==> config.mk <==
export PLATFORM = sky130hd
export DESIGN_NAME = pipe_src_arbiter
export DESIGN_NICKNAME = d
export VERILOG_FILES = /design/src/rtl/pipe_src_arbiter.sv
export SDC_FILE = /design/constraint.sdc
export NUM_CORES = 1
export LEC_CHECK = 0
export CAP_MARGIN = 40
export CORE_UTILIZATION = 41
export CTS_CLUSTER_SIZE = 16
export DETAILED_ROUTE_END_ITERATION = 8
export HOLD_SLACK_MARGIN = 0.03
export PLACE_DENSITY = 0.78
export SYNTH_ARGS = -nofsm -noshare
export SYNTH_HDL_FRONTEND = slang
export SYNTH_SLANG_ARGS = --single-unit
==> constraint.sdc <==
create_clock -name clk -period 1.5 [get_ports clk]
set_input_delay 0.15 -clock clk [delete_from_list [all_inputs] [get_ports clk]]
set_output_delay 0.15 -clock clk [all_outputs]
set_load 0.01 [all_outputs]
==> src/rtl/pipe_src_arbiter.sv <==
// Round-robin arbiter feeding one two-phase bundled-data pipeline input from NUM_SRC clocked producers.
// Optional ack watchdog: define PIPE_SRC_ARBITER_TIMEOUT_EN to build the sticky timeout_err flag.
module pipe_src_arbiter #(
    parameter int DATA_WIDTH  = 3,
    parameter int NUM_SRC     = 4,
    parameter int SYNC_STAGES = 2,
    parameter int TIMEOUT     = 255,
    localparam int ID_W = (NUM_SRC > 1) ? $clog2(NUM_SRC) : 1
) (
    input  logic                          clk,
    input  logic                          rst_n,
    input  logic [NUM_SRC-1:0]            src_valid,
    input  logic [NUM_SRC*DATA_WIDTH-1:0] src_data,
    output logic [NUM_SRC-1:0]            src_ready,
    output logic                          req_out,
    output logic [DATA_WIDTH-1:0]         data_out,
    input  logic                          ack_in,
    output logic [ID_W-1:0]               grant_id,
    output logic                          busy,
    output logic                          timeout_err,
    output logic [1:0]                    dbg_state
);

    // Handshakes: a source holds src_valid until its one-cycle src_ready pulse and the word
    // transfers on the edge ending that pulse; toward the pipeline each req_out toggle offers
    // one word on data_out, which stays frozen until ack (synchronized) equals req_out again.

    typedef enum logic [1:0] {
        ST_IDLE  = 2'd0,
        ST_GRANT = 2'd1,
        ST_SETUP = 2'd2,
        ST_WAIT  = 2'd3
    } state_t;

    state_t                  state_q, state_d;
    logic [SYNC_STAGES-1:0]  ack_sync_q;
    logic                    ack_s;
    logic [ID_W-1:0]         ptr_q, ptr_d;
    logic [ID_W-1:0]         grant_id_q, grant_id_d;
    logic [ID_W-1:0]         pick_id;
    logic [ID_W-1:0]         ptr_inc;
    logic                    pick_vld;
    logic [DATA_WIDTH-1:0]   data_q, data_d;
    logic [DATA_WIDTH-1:0]   sel_data;
    logic                    req_q, req_d;

    always_ff @(posedge clk or negedge rst_n) begin
        if (!rst_n) begin
            ack_sync_q <= '0;
        end else begin
            ack_sync_q <= {ack_sync_q[SYNC_STAGES-2:0], ack_in};
        end
    end

    assign ack_s = ack_sync_q[SYNC_STAGES-1];

    // Scan downward so the smallest offset from ptr is the last (winning) assignment.
    always_comb begin
        int            idx;
        logic [ID_W-1:0] idx_v;
        pick_vld = 1'b0;
        pick_id  = '0;
        idx      = 0;
        idx_v    = '0;
        for (int k = NUM_SRC - 1; k >= 0; k--) begin
            idx = int'(ptr_q) + k;
            if (idx >= NUM_SRC) begin
                idx = idx - NUM_SRC;
            end
            idx_v = ID_W'(idx);
            if (src_valid[idx_v]) begin
                pick_vld = 1'b1;
                pick_id  = idx_v;
            end
        end
    end

    always_comb begin
        sel_data = '0;
        for (int i = 0; i < NUM_SRC; i++) begin
            if (grant_id_q == ID_W'(i)) begin
                sel_data = src_data[i*DATA_WIDTH +: DATA_WIDTH];
            end
        end
    end

    assign ptr_inc = (grant_id_q == ID_W'(NUM_SRC - 1)) ? '0 : grant_id_q + ID_W'(1);

    always_comb begin
        state_d    = state_q;
        grant_id_d = grant_id_q;
        ptr_d      = ptr_q;
        data_d     = data_q;
        req_d      = req_q;
        src_ready  = '0;
        case (state_q)
            ST_IDLE: begin
                if (pick_vld) begin
                    grant_id_d = pick_id;
                    state_d    = ST_GRANT;
                end
            end
            ST_GRANT: begin
                src_ready[grant_id_q] = 1'b1;
                data_d  = sel_data;
                ptr_d   = ptr_inc;
                state_d = ST_SETUP;
            end
            ST_SETUP: begin
                req_d   = ~req_q;
                state_d = ST_WAIT;
            end
            ST_WAIT: begin
                if (ack_s == req_q) begin
                    state_d = ST_IDLE;
                end
            end
            default: begin
                state_d = ST_IDLE;
            end
        endcase
    end

    always_ff @(posedge clk or negedge rst_n) begin
        if (!rst_n) begin
            state_q    <= ST_IDLE;
            ptr_q      <= '0;
            grant_id_q <= '0;
            data_q     <= '0;
            req_q      <= 1'b0;
        end else begin
            state_q    <= state_d;
            ptr_q      <= ptr_d;
            grant_id_q <= grant_id_d;
            data_q     <= data_d;
            req_q      <= req_d;
        end
    end

`ifdef PIPE_SRC_ARBITER_TIMEOUT_EN
    localparam int CNT_W = ($clog2(TIMEOUT + 1) > 8) ? $clog2(TIMEOUT + 1) : 8;

    logic [CNT_W-1:0] to_cnt_q, to_cnt_d;
    logic             to_err_q, to_err_d;

    // The FSM never leaves WAIT on timeout; the flag only reports a stalled pipeline.
    always_comb begin
        to_cnt_d = to_cnt_q;
        to_err_d = to_err_q;
        if (state_q == ST_SETUP) begin
            to_cnt_d = '0;
        end else if (state_q == ST_WAIT && to_cnt_q != CNT_W'(TIMEOUT)) begin
            to_cnt_d = to_cnt_q + CNT_W'(1);
        end
        if (state_q == ST_WAIT && state_d == ST_WAIT && to_cnt_d == CNT_W'(TIMEOUT)) begin
            to_err_d = 1'b1;
        end
    end

    always_ff @(posedge clk or negedge rst_n) begin
        if (!rst_n) begin
            to_cnt_q <= '0;
            to_err_q <= 1'b0;
        end else begin
            to_cnt_q <= to_cnt_d;
            to_err_q <= to_err_d;
        end
    end

    assign timeout_err = to_err_q;
`else
    // No watchdog: constant 0 for every legal (non-negative) TIMEOUT.
    assign timeout_err = (TIMEOUT < 0);
`endif

    assign req_out   = req_q;
    assign data_out  = data_q;
    assign grant_id  = grant_id_q;
    assign busy      = (state_q != ST_IDLE);
    assign dbg_state = state_q;

endmodule

After elaboration in Yosys (flattened, before gate mapping)
Cells that the tools add are included.
{ "op_classes": {"reduce_logical": 6, "addsub": 8, "n_lt_le_gt_ge": 10, "n_eq_ne": 9, "bitwise": 1, "mux": 31} }
{ "op_table": {"columns": ["operator", "count"], "rows": [
  ["2-bit 2-to-1 mux", 11],
  ["2-bit by 3-bit < comparator with 1-bit output (second input constant)", 5],
  ["3-bit 2-to-1 mux", 4],
  ["3-bit greater-or-equal comparator (second input constant)", 3],
  ["1-bit 2-to-1 mux", 9],
  ["1-bit binary-select mux with 2-bit select", 4],
  ["2-bit equality test (second input constant)", 4],
  ["2-bit case mux with 4 select lines", 1],
  ["2-bit by 1-bit subtractor with 2-bit output (second input constant)", 4],
  ["2-bit by 2-bit adder with 3-bit output (second input constant)", 2],
  ["2-bit by 1-bit equality test with 1-bit output (second input constant)", 2],
  ["2-bit zero test", 2],
  ["4-bit 2-to-1 mux", 1],
  ["2-bit inequality test (second input constant)", 2],
  ["2-bit AND reduction", 2],
  ["2-bit by 1-bit adder with 3-bit output (second input constant)", 1],
  ["2-bit by 3-bit greater-or-equal comparator with 1-bit output (second input constant)", 1],
  ["2-bit by 1-bit adder with 2-bit output (second input constant)", 1],
  ["1-bit demux with 2-bit select", 1],
  ["2-bit by 1-bit greater-or-equal comparator with 1-bit output (second input constant)", 1],
  ["2-bit nonzero test", 1],
  ["1-bit equality test", 1],
  ["1-bit logical AND", 1],
  ["1-bit NOT", 1]
]} }
{ "word_totals": {"out_inout_bits": 14, "inputBits": 19, "regBits": 12, "wordCells": 71} }

Logic depth before layout (Yosys ltp)
Gate-level depths: netlist of run 1.
{ "depth": {"ltp_word": 11, "ltp_mapped": 5, "ltp_nobuf": 5} }

Least setup slack after synthesis of run 1
Ideal clock, no wire load.
{ "synth_path": {"path_kind": "register to register", "from": "reg state_q[0] (netlist: dbg_state[0])", "to": "reg state_q[1] (netlist: dbg_state[1])", "setup_time_ns": 0.125, "path_stages_with_launch": 5, "synth_period_minus_slack_ns": 1.389, "required_time_ns": 1.375, "arrival_ns": 1.264, "setup_slack_ns": 0.111, "cell_sequence": "dfrtp_1 inv_1 ha_1 a22o_1 mux2_4"} }
{ "synth_via": {"elab_chain_cells": 3, "elab_cells_between_ends": 8, "classes_between": "eq/ne (5); mux (1); reduce/logical (2)"} }
{ "synth_rtl": {"columns": ["element", "line", "rtl"], "rows": [
  ["start: declaration", "35", "state_t state_q, state_d;"],
  ["start signal: assignment", "132", "state_q <= state_d;"],
  ["2-bit equality test / 2-bit zero test (equally long branches)", "96", "case (state_q)"],
  ["2-bit inequality test (no line)", null, null],
  ["2-bit AND reduction (no line)", null, null]
]} }
Several ways; a longest one is shown, not always the timed one.
A chain may end at the register's enable or synchronous reset.

Worst setup path in the final report of run 1
{ "layout_path": {"from": "reg grant_id_q[1] (netlist: grant_id[1])", "to": "reg data_q[1] (netlist: data_out[1])"} }
{ "layout_via": {"elab_chain_cells": 5, "elab_cells_between_ends": 8, "classes_between": "eq/ne (3); mux (4); reduce/logical (1)"} }
{ "layout_rtl": {"columns": ["element", "line", "rtl"], "rows": [
  ["start: declaration", "39", "logic [ID_W-1:0] grant_id_q, grant_id_d;"],
  ["start signal: assignment", "134", "grant_id_q <= grant_id_d;"],
  ["2-bit zero test", "81", "if (grant_id_q == ID_W'(i)) begin"],
  ["3-bit 2-to-1 mux (3 in a row)", "81", null],
  ["3-bit 2-to-1 mux (*)", "81", null],
  ["end signal: assignment", "135", "data_q <= data_d;"],
  ["end: declaration", "43", "logic [DATA_WIDTH-1:0] data_q, data_d;"]
]} }
Every way passes the cells marked *; elsewhere a longest branch is shown, timed or not.

==> results of run 1 <==
[cell usage in the layout, fill, tap and decap left out, types with 3 or more instances in the layout]
cell type and count:
a31oi_1 3, nand2_1 6, dlygate4sd2_1 4, dfrtp_1 11
clkdlybuf4s50_1 23, and2_1 4, ha_4 5, a21oi_1 5
inv_1 6, buf_6 7, nor2_1 4, nand3b_1 3
buf_2 3, buf_4 10, clkbuf_4 3, a221o_1 3
[timing repair]
item	4_1_cts	5_1_grt
buffers inserted	5	0
resized for setup	25	19
pin swaps	2	7
endpoints found under the setup margin	5	8
[sequential cells by signal (all words and copies together), names as in the netlist]
| signal | cells |
|---|---|
| req_out | 1 |
| ptr_q | 2 |
| data_out | 3 |
| ack_sync_q | 2 |
| grant_id | 2 |
| dbg_state | 2 |
[synthesized netlist by cell type]
cell and number:
nand2_1 6, o221ai_1 1, o41ai_2 1, mux2_2 2, nor2b_1 1, a31oi_1 3
a22o_1 1, a311oi_1 1, nor2_1 4, xor2_1 2, clkbuf_1 1, a211oi_1 1
o21ai_0 1, a221o_1 3, mux2_4 1, inv_1 9, mux2i_1 1, dfrtp_1 12
ha_1 8, o31ai_1 1, nor4_1 1, a21oi_1 6, conb_1 1, buf_4 1
and2_1 4, nand2b_1 2, nand3b_1 3
[routing by layer]
metal,share of wire (%),track usage [%],wire length [um]
met5,0,0,0
met3,6.2,4.800,129
met2,49,34.49,1030
met4,2.3,8.485,49
met1,42,22.52,885
[per-stage QoR]
stage / cell area, um2 / hold WS [ps]
after floorplan: 765.7 / -145.6
after global placement: 1194 / 332.8
after detailed placement: 1194 / 335.5
after CTS: 1271 / 238.1
after global routing: 1336 / 247.0
final: 1336 / 229.3
[worst paths after layout]
check                         startpoint       endpoint  cells past startpoint  slack, ps
setup / recovery             grant_id[1]    data_out[1]                      7         40
hold / removal                     rst_n    data_out[1]                      1        230
setup reg to reg             grant_id[1]    data_out[1]                      7         40
hold reg to reg            ack_sync_q[0]  ack_sync_q[1]                      0        350
max in group asynchronous          rst_n    grant_id[0]                      1        880
min in group clk                  ack_in  ack_sync_q[0]                      1        310
[cells by family (layout without fill, tap and decap cells)]
| logic type | Yosys count | count (layout) |
|---|---|---|
| multiplexers | 4 | 4 |
| flip-flops | 12 | 12 |
| AO/OA/AOI/OAI | 19 | 19 |
| AND/OR/NAND/NOR | 21 | 21 |
| adder cells (fa/ha/maj) | 8 | 8 |
| XOR/XNOR | 2 | 2 |
| other | 1 | 1 |
| buffers and inverters | 11 | 61 |
[area by class of cell]
| cell class | instances | area, um2 |
|---|---|---|
| clock buffer | 4 | 36.28 |
| fill | 119 | 409.1 |
| inverter | 9 | 38.79 |
| multi-input combinational | 55 | 489.2 |
| sequential | 12 | 301.5 |
| tap | 25 | 31.28 |
| timing repair buffer | 48 | 439.2 |
[report_power, final]
part	leakage [nW]	switching, mW	internal, mW
combinational	0.435	0.745	0.961
sequential	0.139	0.132	0.475
clock	0.0210	0.112	0.147
[worst reg2reg max path: stages, from the launching register on]
cell and delay, ps:
dfrtp_1 410, buf_6 140, inv_6 50, ha_4 120, buf_6 90, nand3b_1 80, a221o_1 340, a31oi_1 160
==> impl_metrics.env, run 1 <==
export IMPL_rsz0062_at_grt="true"
export IMPL_crit_arrival_ps=1660
export IMPL_synth_cell_type_count=27
export IMPL_maxSlewViolCount=0
export IMPL_grt_pass1_wl_um=2904
export IMPL_grt_max_degree=13
export IMPL_slew_headroom_pct=63.32
export IMPL_grt_overflow=0
export IMPL_crit_path_max_incr_delay_ps=410
export IMPL_drc=0
export IMPL_cts_hold_buf=0
export IMPL_ant_nets=0
export IMPL_synthSimpleGateAreaFrac_pct=14.38
export IMPL_min_period_ps=1465
export IMPL_cts_clk_slew_worst_paths_ps=80
export IMPL_worstSkewPairLatency_ps=270
export IMPL_synth_top_area_share_pct=39.22
export IMPL_cap_viol_max_count=0
export IMPL_p_leak_nw=0.5952
export IMPL_grt_pass1_vias=719
export IMPL_initial_core_util_pct=43.87
export IMPL_crit_chain="buf_6, inv_6, ha_4, buf_6, nand3b_1, a221o_1, a31oi_1"
export IMPL_cts_tree="yes"
export IMPL_htreeDepth=1
export IMPL_cts_sinks=12
export IMPL_p_total_mw=2.573
export IMPL_syn_area_um2=765.7
export IMPL_die_w_um=45.22
export IMPL_antenna_found_initial=0
export IMPL_fin_worst_skew_ps=2.277
export IMPL_cp_top_family="compound AO/OA/AOI/OAI gates"
export IMPL_first_pass_iters=4
export IMPL_synthToLayoutAreaGrowth_pct=74.51
export IMPL_vias=766
export IMPL_synth_fp_nets=105
export IMPL_synth_mux_area_share_pct=6.209
export IMPL_yosys_area_top_type="dfrtp_1"
export IMPL_power_density_mw_per_mm2=1925
export IMPL_synth_compound_area_share_pct=18.46
export IMPL_gp_congestion=0.7737
export IMPL_crit_required_ps=1700
export IMPL_worstSetupPathType="flip-flop to flip-flop"
export IMPL_chipHeight_um=45.22
export IMPL_dieArea_mm2=0.002044
export IMPL_synth_top_family_by_area="compound AO/OA/AOI/OAI gates"
export IMPL_antenna_cells=0
export IMPL_cts_buffers=3
export IMPL_cpMostUsedCell="buf_6"
export IMPL_yosys_top_cells_area="dfrtp_1 (39%), ha_1 (13%), inv_1 (4.4%), a21oi_1 (3.9%), a221o_1 (3.9%)"
export IMPL_final_cells=153
export IMPL_rows=15
export IMPL_status="finished clean"
export IMPL_vias_per_cell=5.007
export IMPL_worstMarginPinSlew_ps=548.5
export IMPL_pre_cts_ws_ps=-16.70
export IMPL_fmax_mhz=682.6
export IMPL_synthAdderAreaFrac_pct=13.07
export IMPL_end_kind="flip-flop"
export IMPL_wl_per_cell_um=13.69
export IMPL_crit_slowest_cell="dfrtp_1"
export IMPL_setup_ws_ps=35.03
export IMPL_hpwl_um=1462
export IMPL_dp_cells=145
export IMPL_clock_path_buffers=2
export IMPL_grt_use_total_pct=19.68
export IMPL_cts_root_buf="clkbuf_4"
export IMPL_core_mm2=0.001745
export IMPL_ioPinCount=33
export IMPL_setup_viol=0
export IMPL_hold_viol_final=0
export IMPL_final_core_util_pct=76.56
export IMPL_critPathLaunchType="flip-flop"
export IMPL_yosys_warnings=0
export IMPL_ys_ff_latch=12
export IMPL_fin_crit_sh_pct=97.66
export IMPL_yosysSeqAreaShare_pct=39.22
export IMPL_syn_instance_count=78
export IMPL_syn_area_per_cell_um2=9.817
export IMPL_critPathMaxFanout=3
export IMPL_fin_nets=156
export IMPL_drive_gt1_share_pct=31.25
export IMPL_fin_tns_setup_ps=0
export IMPL_peakVddDrop_uv=1452
export IMPL_worst_path_buf_inv=3
export IMPL_min_path_type="input port to async pin"
export IMPL_port_buffers=31
export IMPL_synthXorXnorAreaFrac_pct=2.288
export IMPL_totalWireLength_um=2094
export IMPL_drtIter0Drc=12
Power figures use the tool's default switching activity.
==> inputs of run 2 (changes only) <==
- CAP_MARGIN: 40 -> unset
- HOLD_SLACK_MARGIN: 0.03 -> unset
- PLACE_DENSITY: 0.78 -> 0.82
==> run 2 against run 1 <==
  * Routed wire length increased by 11%
  * Design area increased by 3.7%
  * Flip-flop and latch count unchanged
  * Sequential power increased by 3%
  * Sequential share of layout area decreased by 0.70 points
  * Critical path depth decreased by 2
  * Clock skew increased by 1.0 ps
  * Clock power decreased by 3%
  * Cell count increased by 5.2%
  * Non-clock buffer count increased by 8
  * Combinational power increased by 8%
  * Critical path type unchanged
  * Critical endpoint is now data_out[2]
  * Largest cell class is now buffers
  * Highest routed layer unchanged
==> impl_metrics.env, run 2 (synthesis gave the netlist of run 1 again) <==
export IMPL_pre_cts_ws_ps=-96.54
export IMPL_cts_buffers=3
export IMPL_drive_gt1_share_pct=34.56
export IMPL_min_path_type="input port to async pin"
export IMPL_worstSkewPairLatency_ps=260
export IMPL_totalWireLength_um=2328
export IMPL_vias_per_cell=4.988
export IMPL_cts_clk_slew_worst_paths_ps=80
export IMPL_grt_max_degree=13
export IMPL_fin_nets=164
export IMPL_setup_viol=0
export IMPL_initial_core_util_pct=43.87
export IMPL_crit_slowest_cell="dfrtp_1"
export IMPL_cts_root_buf="clkbuf_4"
export IMPL_worstMarginPinSlew_ps=555.3
export IMPL_grt_use_total_pct=22.32
export IMPL_status="finished clean"
export IMPL_clock_path_buffers=2
export IMPL_slew_headroom_pct=62.86
export IMPL_vias=803
export IMPL_first_pass_iters=4
export IMPL_synthToLayoutAreaGrowth_pct=80.88
export IMPL_crit_chain="buf_6, ha_2, buf_6, a221o_1, a31oi_1"
export IMPL_cpMostUsedCell="buf_6"
export IMPL_end_kind="flip-flop"
export IMPL_final_common_cell="clkdlybuf4s50_1"
export IMPL_core_mm2=0.001745
export IMPL_final_core_util_pct=79.35
export IMPL_critPathMaxFanout=6
export IMPL_dpl_cell_area_mm2=0.001224
export IMPL_cts_sinks=12
export IMPL_crit_path_max_incr_delay_ps=430
export IMPL_fin_worst_skew_ps=3.299
export IMPL_die_w_um=45.22
export IMPL_fin_crit_sh_pct=99.19
export IMPL_maxSlewViolCount=0
export IMPL_crit_required_ps=1670
export IMPL_setup_ws_ps=12.13
export IMPL_cts_tree="yes"
export IMPL_rsz0062_at_grt="true"
export IMPL_ioPinCount=33
export IMPL_nFillCells=121
export IMPL_min_period_ps=1488
export IMPL_p_leak_nw=0.6528
export IMPL_final_area_mm2=0.001385
export IMPL_worstSetupPathType="flip-flop to flip-flop"
export IMPL_chipHeight_um=45.22
export IMPL_crit_arrival_ps=1660
export IMPL_hold_viol_final=0
export IMPL_antenna_found_initial=0
export IMPL_grt_pass1_wl_um=3325
export IMPL_largest_reg_flops=3
export IMPL_dieArea_mm2=0.002044
export IMPL_drtIter0Drc=9
export IMPL_grt_pass1_vias=803
export IMPL_port_buffers=31
export IMPL_cap_viol_max_count=0
export IMPL_peakVddDrop_uv=1233
export IMPL_power_density_mw_per_mm2=1961
export IMPL_critPathLaunchType="flip-flop"
export IMPL_htreeDepth=1
export IMPL_fin_tns_setup_ps=0
export IMPL_rows=15
export IMPL_ant_nets=0
export IMPL_hpwl_um=1600
export IMPL_wl_per_cell_um=14.46
export IMPL_antenna_cells=0
export IMPL_grt_overflow=0
export IMPL_drc=0
export IMPL_gp_congestion=0.7313
export IMPL_fmax_mhz=672.1
export IMPL_layout_common_cells="clkdlybuf4s50_1 (22), buf_4 (20), dfrtp_1 (10)"
export IMPL_cts_hold_buf=0
-- run 2: changes by cell type in the layout (fill, tap and decap cells not counted), sizes merged --
| cell | previous run | this run |
|---|---|---|
| clkdlybuf4s15 | 0 | 1 |
| clkdlybuf4s50 | 23 | 22 |
| dlymetal6s2s | 0 | 2 |
| dlygate4sd2 | 4 | 2 |
| buf | 20 | 28 |
-- run 2: path summary, 6_finish.rpt --
kind	start	cells past startpoint	slack (ps)	endpoint
setup / recovery	grant_id[1]	5	10	data_out[2]
hold / removal	rst_n	1	240	dbg_state[1]
setup reg to reg	grant_id[1]	5	10	data_out[2]
hold reg to reg	ack_sync_q[0]	0	360	ack_sync_q[1]
max in group asynchronous	rst_n	1	860	dbg_state[0]
min in group clk	ack_in	1	330	ack_sync_q[0]
-- run 2: layer usage --
metal  global-route usage [%]  part of all wire, %  vias up
li1                         -                    -      391
met1                    24.94                   41      379
met2                    43.77                   54       31
met3                    2.000                  4.9        2
met4                    6.667                 0.30        0
met5                        0                    0        -
-- run 2: repair_timing --
| action | 4_1_cts | 5_1_grt |
|---|---|---|
| pin swaps | 3 | 4 |
| setup buffers | 8 | 1 |
| setup endpoints to repair | 8 | 8 |
| resized for setup | 28 | 11 |
-- run 2: area by class of cell --
cell class	count	area (um2)	area share [%]
timing repair buffer	56	508.0	36.68
multi-input combinational	55	473.0	34.15
sequential	12	302.8	21.86
clock buffer	4	36.28	2.620
inverter	9	33.78	2.439
tap	25	31.28	2.258
-- run 2: power by group --
part           internal, mW  switching (mW)  total (mW)
combinational          1.07           0.770        1.84
clock                 0.147           0.102       0.250
sequential            0.478           0.148       0.626
-- run 2: through the flow --
stage	hold slack [ps]	std cells	power, mW
after global routing	273.1	161	2.905
after global placement	340.1	149	2.057
after floorplan	-145.6	78	1.353
final	242.3	161	2.716
after CTS	249.2	161	2.639
after detailed placement	349.8	149	2.143
-- run 2: critical path: cells and delay by family, from the launching register on --
family	cells	cell delay, ps
compound gates	2	530
fa+ha+maj	1	170
buf+inv	2	260
flops	1	430
==> inputs of run 3 (changes only) <==
- CAP_MARGIN: unset -> 0
- CTS_CLUSTER_SIZE: 16 -> 25
==> results of run 3 <==
The final DEF is identical to that of run 2; final timing and power are the same.
==> variant 1: new RTL, config.mk and constraints of run 2 <==
`DATA_WIDTH`: 3 -> 6.
--- a/src/rtl/pipe_src_arbiter.sv
+++ b/src/rtl/pipe_src_arbiter.sv
@@ -2,5 +2,5 @@
 // Optional ack watchdog: define PIPE_SRC_ARBITER_TIMEOUT_EN to build the sticky timeout_err flag.
 module pipe_src_arbiter #(
-    parameter int DATA_WIDTH  = 3,
+    parameter int DATA_WIDTH  = 6,
     parameter int NUM_SRC     = 4,
     parameter int SYNC_STAGES = 2,
Ports: changed (resized data_out and src_data); port bits go from 33 to 48. No check against the original RTL was run, so the function may have changed too.
==> variant 1 against run 2 <==
- the flow now finishes with violations (setup timing)
- fmax is 2.9% lower
- final area rose by 26%
- total power rose by 22%
- synthesized area up 32%
- routed wire length grew 25%
- sequential cell count grew 3
- worst setup slack worse by 0.045 ns
- die area rose by 30%
- highest routed layer unchanged
==> variant 1: results (changes against run 2) <==
| Metric | Value |
|---|---|
| Routed WL per cell | 14.4 µm (-0.66%) |
| Largest register FFs | 6 (+3) |
| Max Buffers Root-to-Sink | 2 (unchanged) |
| IO buf count | 46 (+48%) |
| Via count of the routed design | 1040 (+30%) |
| Net count, final | 215 (+31%) |
| Vias/cell | 5.12 (+2.7%) |
| Initial DRC count | 16 (+7) |
| Final HPWL DP | 2230 µm (+39%) |
| Filler instances | 147 (+21%) |
| Setup TNS | -0.120 ns (-0.120 ns) |
| Status | finished, violations left |
| Sequential share of the synthesized area | 37.2% (-2.0 points) |
| Placed cell area | 1590 µm² (+30%) |
| Worst VDD drop | 1.35 mV (+9.7%) |
| Synth Warn # | 0 (unchanged) |
| Place WS | -0.0918 ns (+0.00469 ns) |
| Pre-antenna DRT Iters | 4 (unchanged) |
| Inst Count DP | 195 (+31%) |
| Critical Path AT | 1.72 ns (+0.06 ns) |
| Asr flop ratio synth | 100% (unchanged) |
| Gp weighted congestion | 0.738 (+0.93%) |
| Total track usage | 25.2% (+2.9 points) |
| Top post-synthesis cells by area | dfrtp_1 (37%), ha_1 (9.9%), a221o_1 (5.9%) |
| CTS root buf | clkbuf_4 |
| Syn Nets | 146 (+39%) |
| Top cells by count, synth | dfrtp_1 (15), inv_1 (12), nand2_1 (10) |
| Clock latency on the worst-skew pair | 0.30 ns (+0.04 ns) |
| H-Tree Depth | 1 (unchanged) |
| ANT cells | 0 (unchanged) |
| Initial antenna violation count | 0 (unchanged) |
| Min-Delay Path Class | in2async |
| Layout cells sized above 1 | 28.6% (-6.0 points) |
| CTS Buf Count | 3 (unchanged) |
| Syn avg cell area | 9.44 µm² (-3.9%) |
| Worst clock skew | 0.00689 ns (+0.00359 ns) |
| Violated checks | setup timing |
| Worst Path Max Fanout | 3 (-3) |
| Leakage power | 0.766 nW (+17%) |
| Post-synth cell types | 28 (+3.7%) |
| Largest net degree at the start of global routing | 16 (+3) |
| Final setup fails | 5 (+5) |
| Final WS setup | -0.0327 ns (-0.0449 ns) |
| First-pass GRT wire length | 4900 µm (+47%) |
| Vias in the first global route | 1101 (+37%) |
| Reg clk slew, reported paths | 0.10 ns (+0.02 ns) |
variant 1: cell types whose count changed after synthesis, sizes merged, moves of 2 or more:
cell,run 2,this run
a221o,3,6
dfrtp,12,15
nor2,4,8
buf,1,6
a21oi,6,8
inv,9,12
a31oi,3,6
nand3b,3,6
nand2,6,10
variant 1: metrics by stage:
stage / util [%] / power, mW
finish: 76.5 / 3.32
global route: 76.5 / 3.58
CTS: 75.8 / 3.23
detailed placement: 69.8 / 2.72
global placement: 69.8 / 2.65
floorplan: - / 1.86
variant 1: power by group:
part | switching, mW | total [mW] | internal, mW
logic | 0.970 | 2.31 | 1.34
clock network | 0.145 | 0.245 | 0.0995
registers | 0.161 | 0.760 | 0.599
variant 1: critical path, stage by stage (launching register included):
cell     delay [ns]
dfrtp_1        0.46
buf_6          0.15
buf_6          0.11
ha_4           0.15
a22oi_2        0.23
mux2_4         0.32
variant 1: cells by family after synthesis:
kind of cell | count (synthesis) | synth area share, %
and+or+nand+nor | 32 | 16.2
buffers and inverters | 18 | 11.2
muxes | 4 | 4.34
xor gates and xnor gates | 2 | 1.74
AOI/OAI and AO/OA | 27 | 19.1
DFF | 15 | 37.2
other | 1 | 0.371
adders and majority gates | 8 | 9.91
variant 1: layer usage:
layer	vias up	part of all wire, %	GRT usage, %
li1	513	-	-
met1	489	41	26.7
met2	33	53	48.3
met3	5	4.2	4.97
met4	0	1.4	9.46
met5	-	0	0
variant 1: cell type report:
class | count | share of cell area, %
Tap cell | 28 | 2.01
Clock inverter | 1 | 0.287
Multi-Input combinational cell | 74 | 34.3
Inverter | 12 | 2.59
Clock buffer | 3 | 1.29
Sequential cell | 15 | 21.6
Timing Repair Buffer | 70 | 37.9
variant 1: worst paths after layout:
check	endpoint	slack, ns	startpoint	depth (start not counted)
worst max-delay path	dbg_state[1]	-0.03	dbg_state[0]	5
min in group clk	ack_sync_q[0]	0.31	ack_in	1
worst min-delay path	data_out[5]	0.16	rst_n	2
worst max register to register	dbg_state[1]	-0.03	dbg_state[0]	5
max in group asynchronous	grant_id[1]	1.15	rst_n	2
worst min register to register	ack_sync_q[1]	0.40	ack_sync_q[0]	0
variant 1: what timing repair did:
action	in CTS	in global routing
pin swaps	6	4
buffers inserted	4	0
endpoints found under the setup margin	14	13
gates resized for setup	40	11
==> variant 2: new RTL, flow settings as in run 2 <==
Made on the original files. Put one more register stage on the output `dbg_state`, without a reset. The value now appears one clock later. The other outputs are not delayed to match.
--- a/src/rtl/pipe_src_arbiter.sv
+++ b/src/rtl/pipe_src_arbiter.sv
@@ -178,5 +178,7 @@
     assign grant_id  = grant_id_q;
     assign busy      = (state_q != ST_IDLE);
-    assign dbg_state = state_q;
+    always_ff @(posedge clk) begin
+        dbg_state <= state_q;
+    end
 
 endmodule
Formal check against the unedited RTL: not equivalent (Yosys sat finds a counterexample within 4 cycles, from zero or initial values and one cycle with rst_n low).
==> variant 2 against run 2 <==
- routed wire length is 5.7% lower
- synthesized area rose by 5.2%
- clock skew increased by 0.0018 ns
- total power up 0.31%
- final area up 0.36%
- the flow now finishes with violations (setup timing)
- worst setup slack got worse by 0.018 ns
- sequential cell count up 2
==> variant 2: results (changes against run 2) <==
| Metric | Value |
|---|---|
| Met2 WL | 1150 µm (-7.7%) |
| DRT Wirelength | 2200 µm (-5.7%) |
| Reg power frac | 25.4% (+2.3 points) |
| Met3 Usage GRT | 6.67% (+4.7 points) |
| Placed cell area | 1250 µm² (+2.0%) |
| Leakage power | 0.622 nW (-4.7%) |
| Top post-synthesis cells by area | dfrtp_1 (37%), ha_1 (12%), dfxtp_1 (5.0%) |
| Syn avg cell area | 10.1 µm² (+2.6%) |
| Internal power | 1.70 mW (+0.29%) |
| Violated checks | setup timing |
| Final setup fails | 1 (+1) |
| DR WL met3 | 103 µm (-9.6%) |
| Final WS setup | -0.00547 ns (-0.0176 ns) |
| Post-Route Utilization | 78.0% (-1.4 points) |
| Worst VDD drop | 1.33 mV (+7.4%) |
| Setup TNS | -0.00547 ns (-0.00547 ns) |
| Total power draw | 2.72 mW (+0.31%) |
| Met1 Use GR | 24.8% (-0.18 points) |
| Post-route insts no fill | 158 (-1.9%) |
| Status | finished, violations left |
| Met1 WL | 920 µm (-3.7%) |
| Vias/cell | 4.97 (-0.39%) |
| Clock network contribution to total cell area | 2.61% (-0.0094 points) |
| Non-clock buffering overhead in the final layout | 32.5% (-4.2 points) |
| Final HPWL DP | 1540 µm (-3.7%) |
| Clk pwr | 273 µW (+9.2%) |
| Syn Nets | 107 (+1.9%) |
| Worst reg2reg endpoint | data_out[1] |
| Critical path startpoint | grant_id[0] |
| Sequential share of the synthesized area | 42.2% (+3.0 points) |
| GR met2 Demand/Resource | 43.1% (-0.71 points) |
| Vias in the first global route | 795 (-1.0%) |
| Post-synth cell types | 28 (+3.7%) |
| Worst clock skew | 0.00509 ns (+0.00179 ns) |
| Seq Cell Count | 14 (+2) |
| Initial DRC count | 17 (+8) |
| Layout cells sized above 1 | 32.3% (-2.2 points) |
| Repair and plain buffers | 51 (-8.9%) |
| Worst Path Max Fanout | 5 (-1) |
| Total track usage | 23.5% (+1.1 points) |
| Post-Layout Inst Area | 1390 µm² (+0.36%) |
==> variant 2: cell count changes in the layout (fill, tap and decap cells not counted), sizes merged <==
cell           before  now
buf                28   23
clkdlybuf4s50      22   24
dfxtp               0    2
dlymetal6s2s        2    0
clkdlybuf4s15       1    0
dlygate4sd2         2    3
==> variant 2: cells by family (layout without fill, tap and decap cells) <==
kind of cell,Yosys count,in the layout,synth area share (%)
AND/OR/NAND/NOR,21,21,13.7
multiplexers,4,4,5.90
other,1,1,0.465
flip-flops,14,14,42.2
XOR/XNOR,2,2,2.17
adder cells (fa/ha/maj),8,8,12.4
AO/OA/AOI/OAI,19,19,17.5
buffers and inverters,11,64,5.59
==> variant 2: worst max-delay path: cells and delay by family, from the launching register on <==
family | cells | cell delay [ns]
DFF | 1 | 0.44
AOI/OAI and AO/OA | 2 | 0.52
buffers and inverters | 1 | 0.13
adders and majority gates | 1 | 0.15
and+or+nand+nor | 1 | 0.18
